File: src/rtl/prog_loader_pkg.sv
// Shared types and constants for the framed program loader.
// Holds the FSM state encoding, the error codes and the frame markers.
package prog_loader_pkg;

  typedef enum logic [2:0] {
    ST_IDLE, ST_TGT, ST_LEN0, ST_LEN1, ST_DATA, ST_CHK, ST_ERR
  } state_e;

  typedef enum logic [2:0] {
    E_NONE    = 3'd0,
    E_BAD_TGT = 3'd1,
    E_BAD_LEN = 3'd2,
    E_BAD_CHK = 3'd3,
    E_TIMEOUT = 3'd4,
    E_ABORT   = 3'd5
  } err_e;

  localparam logic [7:0] EOS_BYTE = 8'hFF;
  localparam int         MAX_TGT  = 8;

  function automatic logic in_session(state_e s);
    return !(s == ST_IDLE || s == ST_ERR);
  endfunction

endpackage

File: src/rtl/prog_word_assembler.sv
// Packs little-endian bytes into a DataW word; word_valid_o is combinational
// on the last byte so the parent can register the write one cycle later.
module prog_word_assembler #(
  parameter int DataW = 32
) (
  input  logic             clk_i,
  input  logic             rst_i,
  input  logic             clr_i,
  input  logic             en_i,
  input  logic [7:0]       byte_i,
  output logic             word_valid_o,
  output logic [DataW-1:0] word_o
);

  localparam int             Bytes    = DataW / 8;
  localparam int             LaneW    = (Bytes > 1) ? $clog2(Bytes) : 1;
  localparam logic [LaneW-1:0] LastLane = LaneW'(Bytes - 1);

  logic [LaneW-1:0] lane;
  logic [DataW-1:0] sr;

  // New bytes enter at the top so the first byte ends up in bits [7:0].
  if (DataW == 8) begin : g_byte
    assign word_o = byte_i;
  end else begin : g_wide
    assign word_o = {byte_i, sr[DataW-1:8]};
  end

  assign word_valid_o = en_i && (lane == LastLane);

  always_ff @(posedge clk_i) begin
    if (rst_i || clr_i) begin
      lane <= '0;
      sr   <= '0;
    end else if (en_i) begin
      lane <= word_valid_o ? '0 : lane + 1'b1;
      sr   <= word_o;
    end
  end

endmodule

File: src/rtl/prog_loader.sv
// Framed program loader: decodes TGT/LEN/words/CHK frames from the UART byte
// stream, writes one of NumTgt memories and holds system reset during a session.
module prog_loader
  import prog_loader_pkg::*;
#(
  parameter int DataW      = 32,
  parameter int AddrW      = 12,
  parameter int NumTgt     = 2,
  parameter int TimeoutCyc = 100000
) (
  input  logic              clk_i,
  input  logic              rst_i,
  input  logic              prog_i,
  input  logic              rx_dv_i,
  input  logic [7:0]        rx_byte_i,
  output logic [NumTgt-1:0] we_o,
  output logic [AddrW-1:0]  addr_o,
  output logic [DataW-1:0]  wdata_o,
  output logic              prog_rst_no,
  output logic              busy_o,
  output logic              done_o,
  output logic [2:0]        err_o
);

  localparam int             TgtW    = $clog2(MAX_TGT);
  localparam int             TcW     = $clog2(TimeoutCyc + 1);
  localparam logic [7:0]     NumTgtB = 8'(NumTgt);
  localparam logic [31:0]    MaxLen  = 32'(1) << AddrW;
  localparam logic [TcW-1:0] TcLast  = TcW'(TimeoutCyc - 1);

  state_e st, st_d;
  err_e   fault;

  logic [TgtW-1:0]  tgt;
  logic [7:0]       len_lo, sum, sum_nx;
  logic [15:0]      n_rem, len_nx;
  logic [AddrW-1:0] waddr;
  logic [TcW-1:0]   tcnt;
  logic             word_valid;
  logic [DataW-1:0] word;

  logic [NumTgt-1:0] we_d;
  logic [AddrW-1:0]  addr_d;
  logic [DataW-1:0]  wdata_d;
  logic              done_d, busy_d, prst_d;
  logic [2:0]        err_d;

  assign sum_nx = sum + rx_byte_i;
  assign len_nx = {rx_byte_i, len_lo};

  prog_word_assembler #(.DataW(DataW)) u_asm (
    .clk_i        (clk_i),
    .rst_i        (rst_i),
    .clr_i        (st != ST_DATA),
    .en_i         (st == ST_DATA && rx_dv_i),
    .byte_i       (rx_byte_i),
    .word_valid_o (word_valid),
    .word_o       (word)
  );

  // State and registered outputs.
  always_ff @(posedge clk_i) begin
    if (rst_i) begin
      st          <= ST_IDLE;
      we_o        <= '0;
      addr_o      <= '0;
      wdata_o     <= '0;
      prog_rst_no <= 1'b1;
      busy_o      <= 1'b0;
      done_o      <= 1'b0;
      err_o       <= '0;
    end else begin
      st          <= st_d;
      we_o        <= we_d;
      addr_o      <= addr_d;
      wdata_o     <= wdata_d;
      prog_rst_no <= prst_d;
      busy_o      <= busy_d;
      done_o      <= done_d;
      err_o       <= err_d;
    end
  end

  always_comb begin
    st_d  = st;
    fault = E_NONE;
    unique case (st)
      ST_IDLE: if (prog_i) st_d = ST_TGT;
      ST_TGT: if (rx_dv_i) begin
        if (rx_byte_i == EOS_BYTE)     st_d  = ST_IDLE;
        else if (rx_byte_i < NumTgtB)  st_d  = ST_LEN0;
        else                           fault = E_BAD_TGT;
      end
      ST_LEN0: if (rx_dv_i) st_d = ST_LEN1;
      ST_LEN1: if (rx_dv_i) begin
        if (32'(len_nx) > MaxLen) fault = E_BAD_LEN;
        else if (len_nx == '0)    st_d  = ST_CHK;
        else                      st_d  = ST_DATA;
      end
      ST_DATA: if (word_valid && n_rem == 16'd1) st_d = ST_CHK;
      ST_CHK: if (rx_dv_i) begin
        if (sum_nx == '0) st_d  = ST_TGT;
        else              fault = E_BAD_CHK;
      end
      ST_ERR: if (!prog_i) st_d = ST_IDLE;
      default: st_d = ST_IDLE;
    endcase
    // Byte-driven outcomes (errors, clean end) beat timeout, which beats abort.
    if (in_session(st) && fault == E_NONE && st_d != ST_IDLE) begin
      if (!rx_dv_i && tcnt == TcLast) fault = E_TIMEOUT;
      else if (!prog_i)               fault = E_ABORT;
    end
    if (fault != E_NONE) st_d = ST_ERR;
  end

  always_comb begin
    we_d    = '0;
    addr_d  = addr_o;
    wdata_d = wdata_o;
    if (st == ST_DATA && word_valid && st_d != ST_ERR) begin
      for (int i = 0; i < NumTgt; i++) we_d[i] = (tgt == TgtW'(i));
      addr_d  = waddr;
      wdata_d = word;
    end
    done_d = (st == ST_TGT) && rx_dv_i && (rx_byte_i == EOS_BYTE);
    busy_d = in_session(st_d);
    prst_d = (st_d == ST_IDLE);
    err_d  = err_o;
    if (st == ST_IDLE && prog_i) err_d = E_NONE;
    else if (fault != E_NONE)    err_d = fault;
  end

  // Frame datapath: target, length, remaining words, address, checksum, idle timer.
  always_ff @(posedge clk_i) begin
    if (rst_i) begin
      tgt    <= '0;
      len_lo <= '0;
      sum    <= '0;
      n_rem  <= '0;
      waddr  <= '0;
      tcnt   <= '0;
    end else begin
      tcnt <= (!in_session(st) || rx_dv_i) ? '0 : tcnt + 1'b1;
      if (rx_dv_i) begin
        case (st)
          ST_TGT:  begin tgt <= rx_byte_i[TgtW-1:0]; sum <= rx_byte_i; end
          ST_LEN0: begin len_lo <= rx_byte_i; sum <= sum_nx; end
          ST_LEN1: begin n_rem <= len_nx; waddr <= '0; sum <= sum_nx; end
          ST_DATA: sum <= sum_nx;
          default: ;
        endcase
      end
      if (st == ST_DATA && word_valid) begin
        n_rem <= n_rem - 1'b1;
        waddr <= waddr + 1'b1;
      end
    end
  end

endmodule

File: config.mk
export PLATFORM = sky130hd
export DESIGN_NAME = prog_loader
export DESIGN_NICKNAME = d
export VERILOG_FILES = /design/src/rtl/prog_loader_pkg.sv /design/src/rtl/prog_word_assembler.sv /design/src/rtl/prog_loader.sv
export SDC_FILE = /design/constraint.sdc
export NUM_CORES = 1
export LEC_CHECK = 0
export BUFFER_PORTS_ARGS = -buffer_cell sky130_fd_sc_hd__buf_4
export CORE_MARGIN = 3
export CORE_UTILIZATION = 40
export CTS_CLUSTER_SIZE = 20
export DETAILED_ROUTE_END_ITERATION = 10
export GPL_TIMING_DRIVEN = 0
export PLACE_DENSITY_LB_ADDON = 0.1
export SETUP_SLACK_MARGIN = 0.4
export SYNTH_ARGS = -nofsm -noshare
export SYNTH_HDL_FRONTEND = slang
export SYNTH_SLANG_ARGS = --single-unit
File: constraint.sdc
create_clock -name clk_i -period 3.8 [get_ports clk_i]
set_clock_uncertainty 0.15 [all_clocks]
set_input_delay 0.76 -clock clk_i [delete_from_list [all_inputs] [get_ports clk_i]]
set_output_delay 0.76 -clock clk_i [all_outputs]
set_load 0.05 [all_outputs]
==> results.toml <==
[outcome]
run_status = "complete, no violations"

[clock_tree]
clock-root-buffer = "clkbuf_16"
cts.sinks = 145
clk_latency_worst_skew_pair_ns = 0.44
clockBufferDepth = 2
cts.clk_slew.worst_paths_ns = 0.06
cts_max_level = 4
cts_tree = "done"
numCtsBuffers = 17

[routing]
antenna_left = 0
remaining_drc_errors = 0
wl_per_cell_um = 18.1
viasPerCell = 5.67
routed_wl_um = 21400
detailedRoute.firstIterationViolations = 433
via_count = 6703
detail_route.first_pass.iterations = 5

[sta]
achievable_frequency_mhz = 302
setup_viol_count_final = 0
timing.final.crit_share = 0.872
report.final.slew_viol_count = 0
timing.setup.tns_ns = 0
max_slew.worst_pin.slew_ns = 0.891
slew-limit-headroom = 0.405
hold_ws_ns = 0.327
report.final.hold_viol_count = 0
final_period_minus_worst_setup_slack_ns = 3.32
grt_setup_unrepaired = "yes"

[synthesis]
synthTopCellsByArea = "dfxtp_1 (40%), a32oi_1 (5.4%), nor2_1 (4.8%), and3_1 (4.6%), mux2i_1 (4.5%)"
synth_seq_cells = 145
yosysWarningCount = 0
ys_seq_area_frac = 0.397
synth_enable_flop_cells = 0
async_reset_ff_frac = 0
synthesis.nets = 887
post-synth-top-area-fraction = 0.397
synth_area_um2 = 7300
synth.avg_cell_area_um2 = 8.47
syn-instance-count = 862
synth_ff_type = "dfxtp_1"
synth_largest_area_cell = "dfxtp_1"
number_of_unique_standard_cell_types_used_by_synthesis = 58

[setup_path]
worstSetupStartpointType = "primary input"
rrSetupSlack_ns = 0.65
r2r-end = "we_o[1]"
worst-endpoint-required_ns = 3.96
critical_path.startpoint = "rx_byte_i[2]"
cp.arrival_ns = 3.47
r2r.worst_path.cells = 9
endpoint = "wdata_o[9]"
r2r_start = "sum[1]"
crit_fanout = 10
endpoint_kind = "flip-flop"
criticalPathCategory = "primary input to flip-flop"

[hold_path]
hold_class = "flip-flop to flip-flop"

[layout]
fill_cells = 1686
antenna-diode-count = 0
post-route-util = 0.501
final_net_count = 969
post-route-cell-area_um2 = 8810
area_growth_synth_to_finish_pct = 20.7
multi_input_comb_area_um2 = 4020
drive_above_1_share = 0.162
seq_area_um2 = 2900

[place]
io_buffer_count = 61
post_dp_cell_area_um2 = 8040
dp_hpwl_um = 14800
place.gp.congestion = 0.833

[floorplan]
placementRows = 48
floorplan.die.height_um = 141
floorplan.io_pins = 64
dieArea_um2 = 19900
core-area_um2 = 17600
floorplan.die.width_um = 141
initial_utilization = 0.415

[pwr]
power.density_cell_area_nw_per_um2 = 566
worst_ir_drop_vdd_v = 0.000357
p_leak_nw = 3.37

[grt]
first_global_vias = 6358
initial_antenna_violation_count = 0
grt_max_degree = 17
grt_first_pass_wirelength_um = 34100
grt_use_total = 0.213
grt-ovfl-total = 0

[flow_run]
cap_viol_max_count = 0
## placed cells by master, fill, tap and decap left out, types with 19 or more instances in the layout
master and instances:
nand2_1 47, o41ai_1 28, nand3_1 26, inv_1 57, a21oi_1 53, and3_1 54
nor2_1 93, dfxtp_1 145, clkbuf_1 55, nor3_1 25, mux2i_1 33, o21ai_0 19
buf_4 64, a32oi_1 38
## power by group
group | switching, W | internal (W)
Sequential | 0.0000617 | 0.00161
Combinational | 0.00104 | 0.000513
Clock | 0.000692 | 0.00107
## what timing repair did
| item | 4_1_cts | 5_1_grt |
|---|---|---|
| setup endpoints to repair | 49 | 48 |
| setup buffers | 2 | 0 |
| pin swaps | 1 | 0 |
| hold buffers | 0 | 0 |
| resized for setup | 10 | 23 |
## how the worst min path moves through the flow
stage / cells after the start / end / slack [ns] / startpoint
after global routing: 2 / n_rem[15] / 0.34 / n_rem[15]
after global placement: 2 / n_rem[15] / 0.30 / n_rem[15]
after CTS: 1 / we_o[0] / 0.31 / tgt[0]
after detailed placement: 1 / we_o[0] / 0.31 / tgt[0]
final: 1 / we_o[0] / 0.33 / tgt[0]
after floorplan: 1 / we_o[0] / 0.25 / tgt[0]
## logic make-up after synthesis
group | synth area share
compound gates | 0.226
simple gates | 0.216
buf+inv | 0.0697
mux | 0.0468
fa+ha+maj | 0.0233
flops | 0.397
xor+xnor | 0.0204
## cells in the mapped netlist, drive strengths merged, types with 7 or more instances
cell,number
buf,10
nand3,26
o21ai,22
xor2,10
or3,8
o41ai,45
a32oi,45
nand4,8
nor3,26
a21oi,53
and3,54
nor2b,11
nor2,93
clkbuf,61
inv,57
dfxtp,145
mux2i,33
xnor2,7
nand2,47
ha,12
## flip-flops by register name, summed over array words and instances, names as in the netlist, 3 cells and up
register and flops:
err_o 3, wdata_o 32, tgt 3, sum 8, n_rem 16, waddr 12
st 3, u_asm.sr 24, addr_o 12, len_lo 8, tcnt 17
## stage by stage
stage               power (W)  setup WS [ns]  instances
finish                0.00499          0.485       1182
global route          0.00523          0.323       1182
CTS                   0.00496          0.385       1182
detailed placement    0.00318         -0.253       1148
global placement      0.00319         -0.237       1148
floorplan             0.00279          0.464        862
## critical path, stage by stage
cell      delay, ns
buf_4          0.17
ha_2           0.38
o21ai_1        0.12
or4b_2         0.69
and3_1         0.22
o31ai_2        0.21
nand3_1        0.15
buf_4          0.21
clkbuf_2       0.21
a32oi_1        0.24
o41ai_2        0.10
## per-layer routing
metal | up-vias | GRT usage | routed length (µm)
met5 | - | 0 | 0
met4 | 0 | 0.0586 | 274
met2 | 149 | 0.330 | 9740
met1 | 3182 | 0.301 | 10500
li1 | 3348 | - | -
met3 | 24 | 0.0448 | 878
## cell type report
| type | count | area share |
|---|---|---|
| flip-flops and latches | 145 | 0.329 |
| inverters | 57 | 0.0243 |
| clock inverters | 11 | 0.0173 |
| plain buffers | 71 | 0.0349 |
| repair buffers | 63 | 0.0537 |
| multi-input cells | 589 | 0.456 |
| clock buffers | 21 | 0.0522 |
| well taps | 225 | 0.0319 |
Note: power is estimated with default switching activity, not from simulation.
